==> config.mk <==
export PLATFORM = sky130hd
export DESIGN_NAME = fetch_decode_buffer_flat
export DESIGN_NICKNAME = d
export VERILOG_FILES = /design/src/rtl/fetch_decode_buffer_pkg.sv /design/src/rtl/fetch_decode_buffer_if.sv /design/src/rtl/fetch_entry_ram.sv /design/src/rtl/fetch_decode_buffer.sv /design/src/flat_wrapper.sv
export SDC_FILE = /design/constraint.sdc
export NUM_CORES = 1
export LEC_CHECK = 0
export BUFFER_PORTS_ARGS = -buffer_cell sky130_fd_sc_hd__buf_2
export CAP_MARGIN = 20
export CORE_ASPECT_RATIO = 0.6
export CORE_MARGIN = 2
export CORE_UTILIZATION = 50
export CTS_BUF_LIST = sky130_fd_sc_hd__clkbuf_16
export DETAILED_ROUTE_END_ITERATION = 6
export GPL_TIMING_DRIVEN = 0
export MAX_ROUTING_LAYER = met4
export PLACE_DENSITY = 0.71
export RECOVER_POWER = 25
export SLEW_MARGIN = 20
export SYNTH_ARGS = -nofsm -noshare
export SYNTH_HDL_FRONTEND = slang
export SYNTH_SLANG_ARGS = --single-unit
export TNS_END_PERCENT = 50
==> constraint.sdc <==
create_clock -name clk -period 11 [get_ports clk]
set_input_delay 2.2 -clock clk [delete_from_list [all_inputs] [get_ports clk]]
set_output_delay 2.2 -clock clk [all_outputs]
set_load 0.05 [all_outputs]
==> src/rtl/fetch_decode_buffer_pkg.sv <==
// Shared types and defaults for the fetch-to-decode instruction buffer.
package fetch_decode_buffer_pkg;

    localparam int          DEFAULT_DEPTH = 4;
    localparam logic [31:0] NOP_WORD      = 32'h0000_0000;

    // Instruction and its PC+4 travel as one word so they can never skew.
    typedef struct packed {
        logic [31:0] instruction;
        logic [31:0] pc4;
    } fetch_entry_t;

endpackage

==> src/rtl/fetch_decode_buffer_if.sv <==
// Fetch-side and decode-side handshake bundle of the instruction buffer.
interface fetch_decode_buffer_if #(
    parameter int DEPTH = fetch_decode_buffer_pkg::DEFAULT_DEPTH
) ();
    localparam int CW = $clog2(DEPTH) + 1;

    logic          in_valid;
    logic [31:0]   in_instruction;
    logic [31:0]   in_pc4;
    logic          in_ready;
    logic          out_valid;
    logic [31:0]   out_instruction;
    logic [31:0]   out_pc4;
    logic          out_ready;
    logic          flush;
    logic [CW-1:0] count;

    modport slave (
        input  in_valid, in_instruction, in_pc4, out_ready, flush,
        output in_ready, out_valid, out_instruction, out_pc4, count
    );

    modport master (
        output in_valid, in_instruction, in_pc4, out_ready, flush,
        input  in_ready, out_valid, out_instruction, out_pc4, count
    );
endinterface

==> src/rtl/fetch_entry_ram.sv <==
// DEPTH x 64-bit entry storage: synchronous write, asynchronous read.
module fetch_entry_ram
    import fetch_decode_buffer_pkg::*;
#(
    parameter int DEPTH = DEFAULT_DEPTH,
    parameter int AW    = $clog2(DEPTH)
) (
    input  logic          clk,
    input  logic          wr_en,
    input  logic [AW-1:0] wr_addr,
    input  fetch_entry_t  wr_data,
    input  logic [AW-1:0] rd_addr,
    output fetch_entry_t  rd_data
);
    // Contents are never reset; the reader masks stale words with its valid flag.
    fetch_entry_t mem [DEPTH];

    always_ff @(posedge clk) begin
        if (wr_en) begin
            mem[wr_addr] <= wr_data;
        end
    end

    assign rd_data = mem[rd_addr];
endmodule

==> src/rtl/fetch_decode_buffer.sv <==
// Small FIFO between fetch and decode with flush; the head is read combinationally from storage.
module fetch_decode_buffer #(
    parameter int          DEPTH    = fetch_decode_buffer_pkg::DEFAULT_DEPTH,
    parameter logic [31:0] NOP_WORD = fetch_decode_buffer_pkg::NOP_WORD
) (
    input  logic                  clk,
    input  logic                  reset,
    fetch_decode_buffer_if.slave  bus
);
    import fetch_decode_buffer_pkg::*;

    localparam int             PW         = $clog2(DEPTH);
    localparam int             CW         = PW + 1;
    localparam logic [CW-1:0]  FULL_COUNT = CW'(DEPTH);

    logic [PW-1:0] wr_ptr_reg;
    logic [PW-1:0] rd_ptr_reg;
    logic [CW-1:0] count_reg;
    logic [CW-1:0] count_next;
    logic          ready_reg;
    logic          head_valid;
    logic          push;
    logic          pop;
    fetch_entry_t  wr_entry;
    fetch_entry_t  rd_entry;

    assign head_valid = (count_reg != '0);
    assign push       = bus.in_valid && ready_reg && !bus.flush;
    assign pop        = head_valid && bus.out_ready && !bus.flush;

    always_comb begin
        count_next = count_reg;
        if (bus.flush) begin
            count_next = '0;
        end else if (push && !pop) begin
            count_next = count_reg + CW'(1);
        end else if (pop && !push) begin
            count_next = count_reg - CW'(1);
        end
    end

    // in_ready is registered from next-state count, so it is 0 in reset and
    // never depends combinationally on out_ready.
    always_ff @(posedge clk or negedge reset) begin
        if (!reset) begin
            wr_ptr_reg <= '0;
            rd_ptr_reg <= '0;
            count_reg  <= '0;
            ready_reg  <= 1'b0;
        end else begin
            count_reg <= count_next;
            ready_reg <= (count_next != FULL_COUNT);
            if (bus.flush) begin
                wr_ptr_reg <= '0;
                rd_ptr_reg <= '0;
            end else begin
                if (push) wr_ptr_reg <= wr_ptr_reg + PW'(1);
                if (pop)  rd_ptr_reg <= rd_ptr_reg + PW'(1);
            end
        end
    end

    assign wr_entry = '{instruction: bus.in_instruction, pc4: bus.in_pc4};

    fetch_entry_ram #(
        .DEPTH (DEPTH),
        .AW    (PW)
    ) u_ram (
        .clk     (clk),
        .wr_en   (push),
        .wr_addr (wr_ptr_reg),
        .wr_data (wr_entry),
        .rd_addr (rd_ptr_reg),
        .rd_data (rd_entry)
    );

    assign bus.in_ready        = ready_reg;
    assign bus.out_valid       = head_valid;
    assign bus.out_instruction = head_valid ? rd_entry.instruction : NOP_WORD;
    assign bus.out_pc4         = head_valid ? rd_entry.pc4 : 32'h0;
    assign bus.count           = count_reg;
endmodule
==> src/flat_wrapper.sv <==
// flat-port wrapper written by rule: the top's interface ports become plain ports
module fetch_decode_buffer_flat import fetch_decode_buffer_pkg::*;
#(
    parameter int          DEPTH    = fetch_decode_buffer_pkg::DEFAULT_DEPTH,
    parameter logic [31:0] NOP_WORD = fetch_decode_buffer_pkg::NOP_WORD
)
  (clk, reset, bus_in_valid, bus_in_instruction, bus_in_pc4, bus_out_ready, bus_flush, bus_in_ready, bus_out_valid, bus_out_instruction, bus_out_pc4, bus_count);
  fetch_decode_buffer_if #(.DEPTH(DEPTH)) bus_i ();
  input  logic clk;
  input  logic reset;
  input wire logic [$bits(bus_i.in_valid)-1:0] bus_in_valid;
  input wire logic [$bits(bus_i.in_instruction)-1:0] bus_in_instruction;
  input wire logic [$bits(bus_i.in_pc4)-1:0] bus_in_pc4;
  input wire logic [$bits(bus_i.out_ready)-1:0] bus_out_ready;
  input wire logic [$bits(bus_i.flush)-1:0] bus_flush;
  output wire logic [$bits(bus_i.in_ready)-1:0] bus_in_ready;
  output wire logic [$bits(bus_i.out_valid)-1:0] bus_out_valid;
  output wire logic [$bits(bus_i.out_instruction)-1:0] bus_out_instruction;
  output wire logic [$bits(bus_i.out_pc4)-1:0] bus_out_pc4;
  output wire logic [$bits(bus_i.count)-1:0] bus_count;
  assign bus_i.in_valid = bus_in_valid;
  assign bus_i.in_instruction = bus_in_instruction;
  assign bus_i.in_pc4 = bus_in_pc4;
  assign bus_i.out_ready = bus_out_ready;
  assign bus_i.flush = bus_flush;
  assign bus_in_ready = bus_i.in_ready;
  assign bus_out_valid = bus_i.out_valid;
  assign bus_out_instruction = bus_i.out_instruction;
  assign bus_out_pc4 = bus_i.out_pc4;
  assign bus_count = bus_i.count;
  fetch_decode_buffer #(.DEPTH(DEPTH), .NOP_WORD(NOP_WORD)) u_core (.clk(clk), .reset(reset), .bus(bus_i));
endmodule
== Word-level counts from Yosys, hierarchy flattened ==
Memories as Yosys holds them, arrays and structs flattened.
Index checks and enable logic that the tools add are counted.

* Flip-flop bits (word level): 8
* RAM bits: 256
* Bits of input ports: 69
* Output and inout bits: 69
* Logic and storage cells: 33
* Memories kept: 1

* Add/sub/neg operators: 4
* Equality and inequality tests: 1
* Muxes and demuxes: 11
* Reductions and logical operators: 12

{| class="wikitable"
|+ Memories
! memory !! words !! width !! read ports !! clocked after memory_dff !! wr ports !! RTL line !! RTL
|-
| u_core.u_ram.mem || 4 || 64 || 1 || 0 || 1 || fetch_entry_ram.sv:16 || <nowiki>fetch_entry_t mem [DEPTH];</nowiki>
|}

{| class="wikitable"
|+ Operator list
! cell !! count
|-
| 2-to-1 mux 32 bit || 2
|-
| 2-to-1 mux 3 bit || 3
|-
| 2-to-1 mux 2 bit || 4
|-
| logical AND 1 bit || 6
|-
| adder 2 x 1 -> 2 bit (second input constant) || 2
|-
| nonzero test 2 bit || 2
|-
| adder 3 x 1 -> 3 bit (second input constant) || 1
|-
| zero test 1 bit || 3
|-
| inequality test 3 bit (second input constant) || 1
|-
| nonzero test 3 bit || 1
|-
| subtractor 3 x 1 -> 3 bit (second input constant) || 1
|-
| 2-to-1 mux 1 bit || 2
|}

== Longest topological paths before layout ==
Gate-level depths: netlist (run 1).

* Depth in word-level cells: 8
* Mapped depth: 7
* Gate-level depth less buffers: 7

== Modules after synthesis ==
From an unflattened synthesis (run 1), not the netlist that was laid out.

* Cells, all modules: 450
* Area total of the unflattened synthesis: 10,214.8 um^2

{| class="wikitable"
|+ Modules (own cells, without submodules)
! module !! times used !! cells each !! area each (um^2) !! sequential area each (um^2)
|-
| fetch_entry_ram || 1 || 338 || 9,341.5 || 7,687.4
|-
| fetch_decode_buffer || 1 || 112 || 873.3 || 200.2
|}

== Worst setup path before layout (run 1) ==
OpenSTA, ideal clock, no wires.

* Path kind: in2reg
* Start point: input bus_flush
* End point: memory u_core.u_ram.mem[1][0] (netlist name), enable pin
* Setup time: 578 ps
* Arrival time: 7,124 ps
* Data required time: 10,422 ps
* Path slack: 3,298 ps
* Stages: 2
* Path buffers: 1
* Path through: clkbuf_1 > nor3b_1

* Cells in the longest elaborated chain, start to end: 4

{| class="wikitable"
|+ Ends and longest elaborated chain
! element !! RTL line !! RTL
|-
| start: declaration || flat_wrapper.sv:15 || <nowiki>input wire logic [$bits(bus_i.flush)-1:0] bus_flush;</nowiki>
|-
| zero test 1 bit || fetch_decode_buffer.sv:28 || <nowiki>assign push = bus.in_valid && ready_reg && !bus.flush;</nowiki>
|-
| logical AND 1 bit || fetch_decode_buffer.sv:28 ||
|-
| 2-to-1 mux 1 bit || fetch_entry_ram.sv:19 || <nowiki>if (wr_en) begin</nowiki>
|-
| 2-to-1 mux 1 bit (implied by the code) || fetch_entry_ram.sv:20 || <nowiki>mem[wr_addr] <= wr_data;</nowiki>
|-
| end: declaration || fetch_entry_ram.sv:16 ||
|}

Every way passes these cells.

== Worst setup path in the final report (run 1) ==
* Start point: register u_core.count_reg[1], in the netlist u_core.bus.count[1]
* End point: output bus_out_instruction[15]

* Cells in the longest elaborated chain, start to end: 2

{| class="wikitable"
|+ Ends and longest elaborated chain
! element !! RTL line !! RTL
|-
| start: declaration || fetch_decode_buffer.sv:18 || <nowiki>logic [CW-1:0] count_reg;</nowiki>
|-
| start signal: assignment || fetch_decode_buffer.sv:51 || <nowiki>count_reg <= count_next;</nowiki>
|-
| nonzero test 3 bit || fetch_decode_buffer.sv:27 || <nowiki>assign head_valid = (count_reg != '0);</nowiki>
|-
| 2-to-1 mux 32 bit || fetch_decode_buffer.sv:79 || <nowiki>assign bus.out_instruction = head_valid ? rd_entry.instruction : NOP_WORD;</nowiki>
|-
| end: declaration || flat_wrapper.sv:18 || <nowiki>output wire logic [$bits(bus_i.out_instruction)-1:0] bus_out_instruction;</nowiki>
|}

Every way passes these cells.

==> results.py, run 1 <==
metrics = {
    "outcome": {
        "status": "finished, final reports clean",
    },
    "synth": {
        "synth_area_leaders": "edfxtp_1 75%, mux4_2 14%, and2_1 4.1%",
        "synth_edf_count": 256,
        "synth.avg_cell_area_um2": 22.2,
        "yosysSeqAreaShare_pct": 77.5,
        "syn_inst": 458,
        "synth_top_cell_by_area": "edfxtp_1",
        "ys.flop_type": "edfxtp_1",
        "yosysWarnings": 0,
        "yosysMostFrequentCell": "edfxtp_1",
        "syn_nets": 534,
        "syn_area_um2": 10200,
        "synthArstFlopShare_pct": 3.03,
        "synth_top_area_share_pct": 75.5,
        "synth_cell_types": 23,
        "yosys-top-cells-count": "256 x edfxtp_1, 66 x and2_1, 64 x mux4_2",
        "ys_ff_latch": 264,
    },
    "placed_design": {
        "routabilityCongestion": 0.770,
        "dp_hpwl_mm": 13.7,
        "io_buffer_count": 137,
        "place_area_um2": 11600,
    },
    "final_layout": {
        "fin_area_um2": 12200,
        "largest_register_ffs": 256,
        "drive_gt1_share_pct": 35.6,
        "nNetsFinal": 733,
        "area_growth_pct": 20.3,
    },
    "power_and_ir_drop": {
        "powerDensity_nw_per_um2": 264,
        "ir_worst_vdd_v": 0.000165,
        "leakage_nw": 4.24,
        "power_mw": 3.24,
    },
    "clock_network": {
        "cts_buffers": 24,
        "cts_hold_buf": 0,
        "h-tree-depth": 1,
        "root_buffer": "clkbuf_16",
        "clk_pin_slew_ns": 0.06,
        "cts_setup_buffers": 0,
        "clk_latency_ns": 0.51,
        "cts.sinks": 264,
        "post_cts_resize_count": 0,
        "tritoncts": "yes",
        "cts_buffer_depth": 3,
    },
    "floorplanning": {
        "coreArea_um2": 20000,
        "rows": 40,
        "io-pin-count": 138,
        "die_x_um": 188,
        "initial_core_util_pct": 51.0,
        "die_area_um2": 21600,
        "die_h_um": 115,
    },
    "detailed_routing": {
        "wl_mm": 19.4,
        "drt_iter0_drc": 410,
        "vias_per_cell": 5.32,
        "avgRoutedWirePerCell_um": 20.4,
        "drtAntennaViolNets": 0,
        "first_pass_iters": 4,
        "vias": 5058,
        "drc": 0,
    },
    "setup_path": {
        "cpPeakStageDelay_ns": 0.52,
        "slowest_stage": "clkbuf_1",
        "worstPathCellList": "inv_1 > ha_1 > nand2b_4 > clkbuf_1 > clkbuf_1 > and2_1 > buf_2",
        "endpoint_kind": "primary output",
        "cp_max_fo": 10,
        "critPathKind": "flip-flop to primary output",
        "cp.required_ns": 8.80,
        "worstSetupStartpointType": "flip-flop",
        "cp.arrival_ns": 2.89,
        "crit_top_cell": "clkbuf_1",
        "r2r_start": "u_core.bus.in_ready",
        "r2r_end": "u_core.u_ram.mem[0][17]",
        "reg2reg_depth": 7,
        "rrSetupSlack_ns": 8.57,
    },
    "grt": {
        "met2_usage_pct": 29.8,
        "grt_usage_pct": 19.1,
        "grt-ovfl-total": 0,
        "grt-busiest-layer": "met2",
        "use_met1_pct": 26.5,
        "antenna_found_initial": 2,
        "first_global_vias": 5293,
        "grt_max_degree": 16,
        "gr-usage-met3_pct": 3.68,
        "grt_pass1_wl_mm": 29.9,
    },
    "worst_hold_path": {
        "worstHoldPathCells": 2,
        "hp-class": "flip-flop to flip-flop",
        "min_from": "u_core.wr_ptr_reg[1]",
        "hold_end": "u_core.wr_ptr_reg[1]",
    },
    "timing": {
        "fin_crit_sh_pct": 46.3,
        "slew-limit-headroom_pct": 53.3,
        "fin_crit_ns": 5.09,
        "setup_viol": 0,
        "fin_worst_skew_ns": 0.00624,
        "worst_pin_slew_ns": 0.698,
        "slew_viol_final": 0,
        "clock.fmax_ghz": 0.196,
        "rsz0062_at_grt": "no",
        "finalHoldViolCount": 0,
    },
    "job": {
        "max_cap_violations": 0,
    },
}
[critical path: cells and delay by family, from the launching register on]
family                     cells  cell delay [ns]
and+or+nand+nor                2             0.37
DFF                            1             0.45
adders and majority gates      1             0.22
buffers and inverters          4             1.35
[report_power, final]
group | leakage [nW] | internal (mW) | switching [mW]
registers | 2.43 | 1.16 | 0.0202
clock network | 0.390 | 0.431 | 0.340
logic | 1.43 | 0.401 | 0.886
total | 4.24 | 1.99 | 1.25
[metal layers]
metal / vias to the layer above / part of all wire (%)
met4: 0 / 1.8
met3: 34 / 5.7
met5: - / 0
met2: 153 / 47
met1: 2618 / 46
li1: 2253 / -
[through the flow]
stage	worst slack (ns)	hold slack, ns	util, %	std cells	TNS (ns)
finish	5.91	0.579	61.3	950	0
global placement	-0.526	0.558	56.1	868	-126.72
global route	5.72	0.610	61.3	950	0
detailed placement	6.42	0.570	58.0	904	0
CTS	5.87	0.578	61.6	948	0
floorplan	3.30	0.543	-	458	0
[cells by family (layout without fill, tap and decap cells)]
family          count (synthesis)  after routing  synth area share (%)
flops                         264            264                  77.5
buf+inv                        27            244                  1.51
mux                            65             65                  14.3
xor+xnor                        6              6                 0.516
compound gates                  3              3                 0.160
other cells                     0              2                     0
fa+ha+maj                       9              9                  1.06
simple gates                   84             84                  5.05
[placed cells by master, fill, tap and decap left out, drive strengths merged]
cell type,count
a21oi,2
a31oi,1
and2,66
buf,144
bufinv,1
clkbuf,77
clkinv,8
dfrtp,8
diode,2
edfxtp,256
ha,7
inv,14
maj3,2
mux2i,1
mux4,64
nand2,5
nand2b,1
nand3,1
nand4b,1
nor2,5
nor2b,1
nor3b,4
xnor2,5
xor2,1
[area by class of cell]
class                           count  area (um2)
Inverter                            4        15.0
Timing Repair Buffer              173         975
Clock buffer                       25         626
Antenna cell                        2        5.00
Tap cell                          273         342
Multi-Input combinational cell    167        2160
Buffer                             23         139
Sequential cell                   264        7890
Fill cell                        1461        7720
Clock inverter                     19        98.8
[how the worst max path moves through the flow]
stage                              from                       to  slack, ns  cells past startpoint
finish              u_core.bus.count[1]  bus_out_instruction[15]       5.91                      7
global route        u_core.bus.count[0]  bus_out_instruction[15]       5.72                      7
CTS                 u_core.bus.count[0]  bus_out_instruction[15]       5.87                      7
detailed placement  u_core.bus.count[0]  bus_out_instruction[15]       6.42                      7
global placement              bus_flush  u_core.u_ram.mem[0][21]      -0.53                      3
floorplan                     bus_flush   u_core.u_ram.mem[1][0]       3.30                      2
No activity file was read; power rests on OpenSTA's default activity.
==> inputs of run 2 (changes only) <==
- clock period: 11 -> 4.7 ns (I/O delays scaled with it)
==> run 2 against run 1 <==
Via count shrank 0.42%. Register-to-register slack lost 6.6 ns. Clock skew grew 0.011 ns. Sequential share of layout area grew 0.079 points. Wire length grew 0.61%. Non-clock buffer count shrank 5. Cell area shrank 0.12%. First-iteration DRC count shrank 17%. Critical path depth is the same. Die area is the same. Highest routed layer unchanged.
==> results.py, run 2 (synthesis gave the netlist of run 1 again) <==
metrics = {
    "job": {
        "max_cap_violations": 0,
    },
    "clock_network": {
        "tritoncts": "yes",
        "h-tree-depth": 1,
        "cts_buffer_depth": 3,
        "clk_pin_slew_ns": 0.07,
        "clk_latency_ns": 0.51,
        "cts_hold_buf": 0,
        "root_buffer": "clkbuf_16",
        "cts_setup_buffers": 0,
        "cts_buffers": 24,
        "post_cts_resize_count": 0,
        "cts.sinks": 264,
    },
    "placed_design": {
        "dp_hpwl_mm": 13.4,
        "place_area_um2": 11500,
        "dp_cells": 899,
        "routabilityCongestion": 0.759,
        "io_buffer_count": 137,
    },
    "timing": {
        "slew-limit-headroom_pct": 42.3,
        "finalHoldViolCount": 0,
        "clock.fmax_ghz": 0.262,
        "fin_crit_sh_pct": 81.3,
        "worst_pin_slew_ns": 0.862,
        "fin_worst_skew_ns": 0.0172,
        "fin_crit_ns": 3.82,
        "slew_viol_final": 0,
        "rsz0062_at_grt": "no",
        "setup_viol": 0,
    },
    "floorplanning": {
        "io-pin-count": 138,
        "die_h_um": 115,
        "initial_core_util_pct": 51.0,
        "die_area_um2": 21600,
        "rows": 40,
        "die_x_um": 188,
        "coreArea_um2": 20000,
    },
    "setup_path": {
        "critPathKind": "flip-flop to primary output",
        "rrSetupSlack_ns": 2.01,
        "cp_max_fo": 10,
        "cp.required_ns": 3.76,
        "cp.arrival_ns": 2.88,
        "worstSetupStartpointType": "flip-flop",
        "reg2reg_depth": 6,
        "r2r_end": "u_core.u_ram.mem[0][15]",
        "r2r_start": "u_core.bus.in_ready",
        "endpoint_kind": "primary output",
    },
    "detailed_routing": {
        "vias_per_cell": 5.36,
        "avgRoutedWirePerCell_um": 20.8,
        "first_pass_iters": 4,
        "vias": 5037,
        "drt_iter0_drc": 339,
        "wl_mm": 19.5,
        "drtAntennaViolNets": 0,
        "drc": 0,
    },
    "power_and_ir_drop": {
        "ir_worst_vdd_v": 0.000371,
        "power_mw": 7.69,
        "powerDensity_nw_per_um2": 629,
        "leakage_nw": 4.22,
    },
    "grt": {
        "antenna_found_initial": 0,
        "grt_usage_pct": 19.0,
        "grt-ovfl-total": 0,
        "grt_pass1_wl_mm": 29.7,
        "grt_max_degree": 16,
        "first_global_vias": 5328,
    },
    "final_layout": {
        "diodes": 0,
        "fin_area_um2": 12200,
        "layout_commonest_cell": "edfxtp_1",
        "final_cells": 940,
        "fill_cells": 1456,
        "nNetsFinal": 728,
        "area_growth_pct": 20.1,
        "layout_common_cells": "256 x edfxtp_1, 101 x buf_2, 66 x and2_1",
        "final_util_pct": 61.3,
        "largest_register_ffs": 256,
        "drive_gt1_share_pct": 36.3,
    },
    "outcome": {
        "status": "finished, final reports clean",
    },
    "worst_hold_path": {
        "hp-class": "primary input to asynchronous set/reset pin",
    },
}
run 2: cell types whose count changed in the layout (fill, tap and decap cells not counted), sizes merged:
cell / previous run / this run
diode: 2 / 0
buf: 144 / 139
clkinv: 8 / 10
inv: 14 / 7
bufinv: 1 / 3
run 2: worst max-delay path: stages, from the launching register on:
cell and delay (ns):
dfrtp_1 0.42, inv_1 0.10, ha_1 0.23, nand2b_4 0.11
clkbuf_1 0.52, clkbuf_1 0.44, and2_1 0.26, buf_2 0.28
run 2: how the worst max path moves through the flow:
| stage | startpoint | endpoint | depth (start not counted) |
|---|---|---|---|
| 3_5_place_dp | bus_flush | u_core.u_ram.mem[0][16] | 7 |
| 6_report | u_core.bus.count[0] | bus_out_instruction[13] | 7 |
| 5_1_grt | u_core.bus.count[1] | bus_out_instruction[19] | 7 |
| 2_1_floorplan | bus_flush | u_core.u_ram.mem[0][0] | 2 |
| 3_3_place_gp | bus_flush | u_core.u_ram.mem[0][17] | 3 |
| 4_1_cts | u_core.bus.count[0] | bus_out_instruction[13] | 7 |
run 2: final cells by class:
| cell class | instances | area (um2) | share of cell area [%] |
|---|---|---|---|
| Clock buffer | 25 | 626 | 5.11 |
| Clock inverter | 16 | 146 | 1.20 |
| Inverter | 4 | 15.0 | 0.123 |
| Sequential cell | 264 | 7890 | 64.5 |
| Buffer | 23 | 139 | 1.14 |
| Timing Repair Buffer | 168 | 911 | 7.45 |
| Multi-Input combinational cell | 167 | 2170 | 17.7 |
| Tap cell | 273 | 342 | 2.79 |
run 2: routing by layer:
metal | track usage (%) | wire, um
met5 | - | 0
met3 | 3.49 | 988
met2 | 30.2 | 9320
met4 | 3.57 | 290
met1 | 26.5 | 8940
run 2: metrics by stage:
| stage | setup TNS, ns | worst slack (ns) | hold WS (ns) |
|---|---|---|---|
| after floorplan | -332.34 | -1.73 | 0.543 |
| after global placement | -1169.62 | -5.62 | 0.554 |
| after detailed placement | 0 | 1.31 | 0.581 |
| after CTS | 0 | 0.802 | 0.257 |
| after global routing | 0 | 0.692 | 0.385 |
| final | 0 | 0.881 | 0.370 |
run 2: report_power, final:
part	internal, mW	switching, mW
clock network	1.12	0.794
registers	2.72	0.0471
logic	0.933	2.08
total	4.77	2.92
==> inputs of run 3 (changes only) <==
- clock period: 4.7 -> 3.9 ns (I/O delays scaled with it)
==> run 3 against run 2 <==
Worst setup slack worse by 0.52 ns. Cell area up 0.27%. First-iteration DRC count up 15%.
==> results.py, run 3 (synthesis gave the netlist of run 1 again) <==
metrics = {
    "timing": {
        "finalHoldViolCount": 0,
        "slew-limit-headroom_pct": 44.0,
        "rsz0062_at_grt": "no",
        "fin_worst_skew_ns": 0.0178,
        "fin_crit_ns": 3.54,
        "tns_ns": 0,
        "clock.fmax_ghz": 0.283,
        "worst_pin_slew_ns": 0.839,
        "slew_viol_final": 0,
        "setup_viol": 0,
        "fin_crit_sh_pct": 90.7,
    },
    "final_layout": {
        "final_cells": 935,
        "fin_area_um2": 12300,
        "multi_input_area_um2": 2190,
        "nNetsFinal": 717,
        "drive_gt1_share_pct": 36.1,
        "seqCellArea_um2": 7890,
        "fill_cells": 1445,
        "largest_register_ffs": 256,
        "layout_common_cells": "256 x edfxtp_1, 105 x buf_2, 66 x and2_1",
        "area_growth_pct": 20.5,
        "layout_commonest_cell": "edfxtp_1",
    },
    "setup_path": {
        "crit_top_cell": "clkbuf_1",
        "cp.required_ns": 3.12,
        "cp.arrival_ns": 2.76,
        "critPathKind": "flip-flop to primary output",
        "cp_num_buf_inv": 4,
        "crit_family": "buffers and inverters",
        "endpoint_kind": "primary output",
        "worstPathCellList": "inv_1 > ha_1 > nand2b_4 > clkbuf_1 > clkbuf_1 > and2_1 > buf_2",
        "worstSetupStartpointType": "flip-flop",
        "slowest_stage": "clkbuf_1",
        "cp_max_fo": 10,
        "cpPeakStageDelay_ns": 0.44,
    },
    "power_and_ir_drop": {
        "leakage_nw": 4.18,
        "ir_worst_vdd_v": 0.000639,
        "powerDensity_nw_per_um2": 753,
        "power_mw": 9.24,
    },
    "grt": {
        "grt_max_degree": 17,
        "grt_usage_pct": 18.5,
        "grt-ovfl-total": 0,
        "antenna_found_initial": 2,
        "first_global_vias": 5176,
        "grt_pass1_wl_mm": 29.1,
    },
    "detailed_routing": {
        "avgRoutedWirePerCell_um": 20.4,
        "vias_per_cell": 5.30,
        "drtAntennaViolNets": 0,
        "first_pass_iters": 4,
        "drc": 0,
        "wl_mm": 19.1,
        "drt_iter0_drc": 390,
        "vias": 4952,
    },
    "clock_network": {
        "tritoncts": "yes",
        "cts_setup_buffers": 0,
        "cts.sinks": 264,
        "cts_hold_buf": 0,
        "post_cts_resize_count": 0,
        "clk_latency_ns": 0.51,
        "h-tree-depth": 1,
        "cts_buffer_depth": 3,
        "cts_buffers": 24,
        "clk_pin_slew_ns": 0.06,
        "root_buffer": "clkbuf_16",
    },
    "floorplanning": {
        "die_x_um": 188,
        "io-pin-count": 138,
        "coreArea_um2": 20000,
        "initial_core_util_pct": 51.0,
        "die_h_um": 115,
        "rows": 40,
        "die_area_um2": 21600,
    },
    "placed_design": {
        "place_area_um2": 11500,
        "routabilityCongestion": 0.776,
        "dp_cells": 888,
        "io_buffer_count": 137,
        "dp_hpwl_mm": 13.2,
    },
    "job": {
        "max_cap_violations": 0,
    },
    "outcome": {
        "status": "finished, final reports clean",
    },
    "worst_hold_path": {
        "hp-class": "primary input to asynchronous set/reset pin",
    },
}
run 3: changes by cell type in the layout (fill, tap and decap cells not counted), moves of 4 or more:
cell / delta
clkbuf_1: -4
buf_2: +4
buf_4: -22
clkinvlp_4: +6
buf_8: +10
run 3: through the flow:
step	worst slack, ns	hold WS (ns)	utilization [%]
floorplan	-0.145	0.484	-
global placement	-2.14	0.559	56.2
detailed placement	0.821	0.590	57.7
CTS	0.260	0.0783	61.6
global route	0.0874	0.178	61.4
finish	0.361	0.175	61.4
run 3: power breakdown:
group          leakage, nW  switching [mW]  internal, mW
clock network        0.371           0.977          1.30
logic                 1.38            2.50          1.13
registers             2.43          0.0546          3.28
run 3: worst paths after layout:
path                                      start                 endpoint  slack (ns)  cells past startpoint
max in group asynchronous                 reset     u_core.wr_ptr_reg[0]        3.43                      1
hold / removal                            reset     u_core.wr_ptr_reg[1]        0.18                      1
hold reg to reg            u_core.wr_ptr_reg[1]     u_core.wr_ptr_reg[1]        0.60                      2
setup reg to reg            u_core.bus.in_ready  u_core.u_ram.mem[2][30]        1.70                      4
min in group clk                      bus_flush      u_core.bus.count[2]        0.45                      2
setup / recovery            u_core.bus.count[1]  bus_out_instruction[20]        0.36                      7
run 3: final cells by class:
cell class / count / share of cell area, %
clock buffers: 25 / 5.10
flip-flops and latches: 264 / 64.3
clock inverters: 19 / 1.23
repair buffers: 157 / 7.44
multi-input cells: 167 / 17.8
inverters: 4 / 0.122
well taps: 273 / 2.78
diodes: 3 / 0.0612
plain buffers: 23 / 1.13
run 3: per-layer routing:
| layer | wire [um] | share of wire (%) | global-route usage (%) | vias to the layer above |
|---|---|---|---|---|
| li1 | - | - | - | 2214 |
| met1 | 8330 | 44 | 25.4 | 2561 |
| met2 | 9150 | 48 | 29.1 | 156 |
| met3 | 1350 | 7.1 | 4.38 | 21 |
| met4 | 240 | 1.3 | 3.04 | 0 |
| met5 | 0 | 0 | - | - |
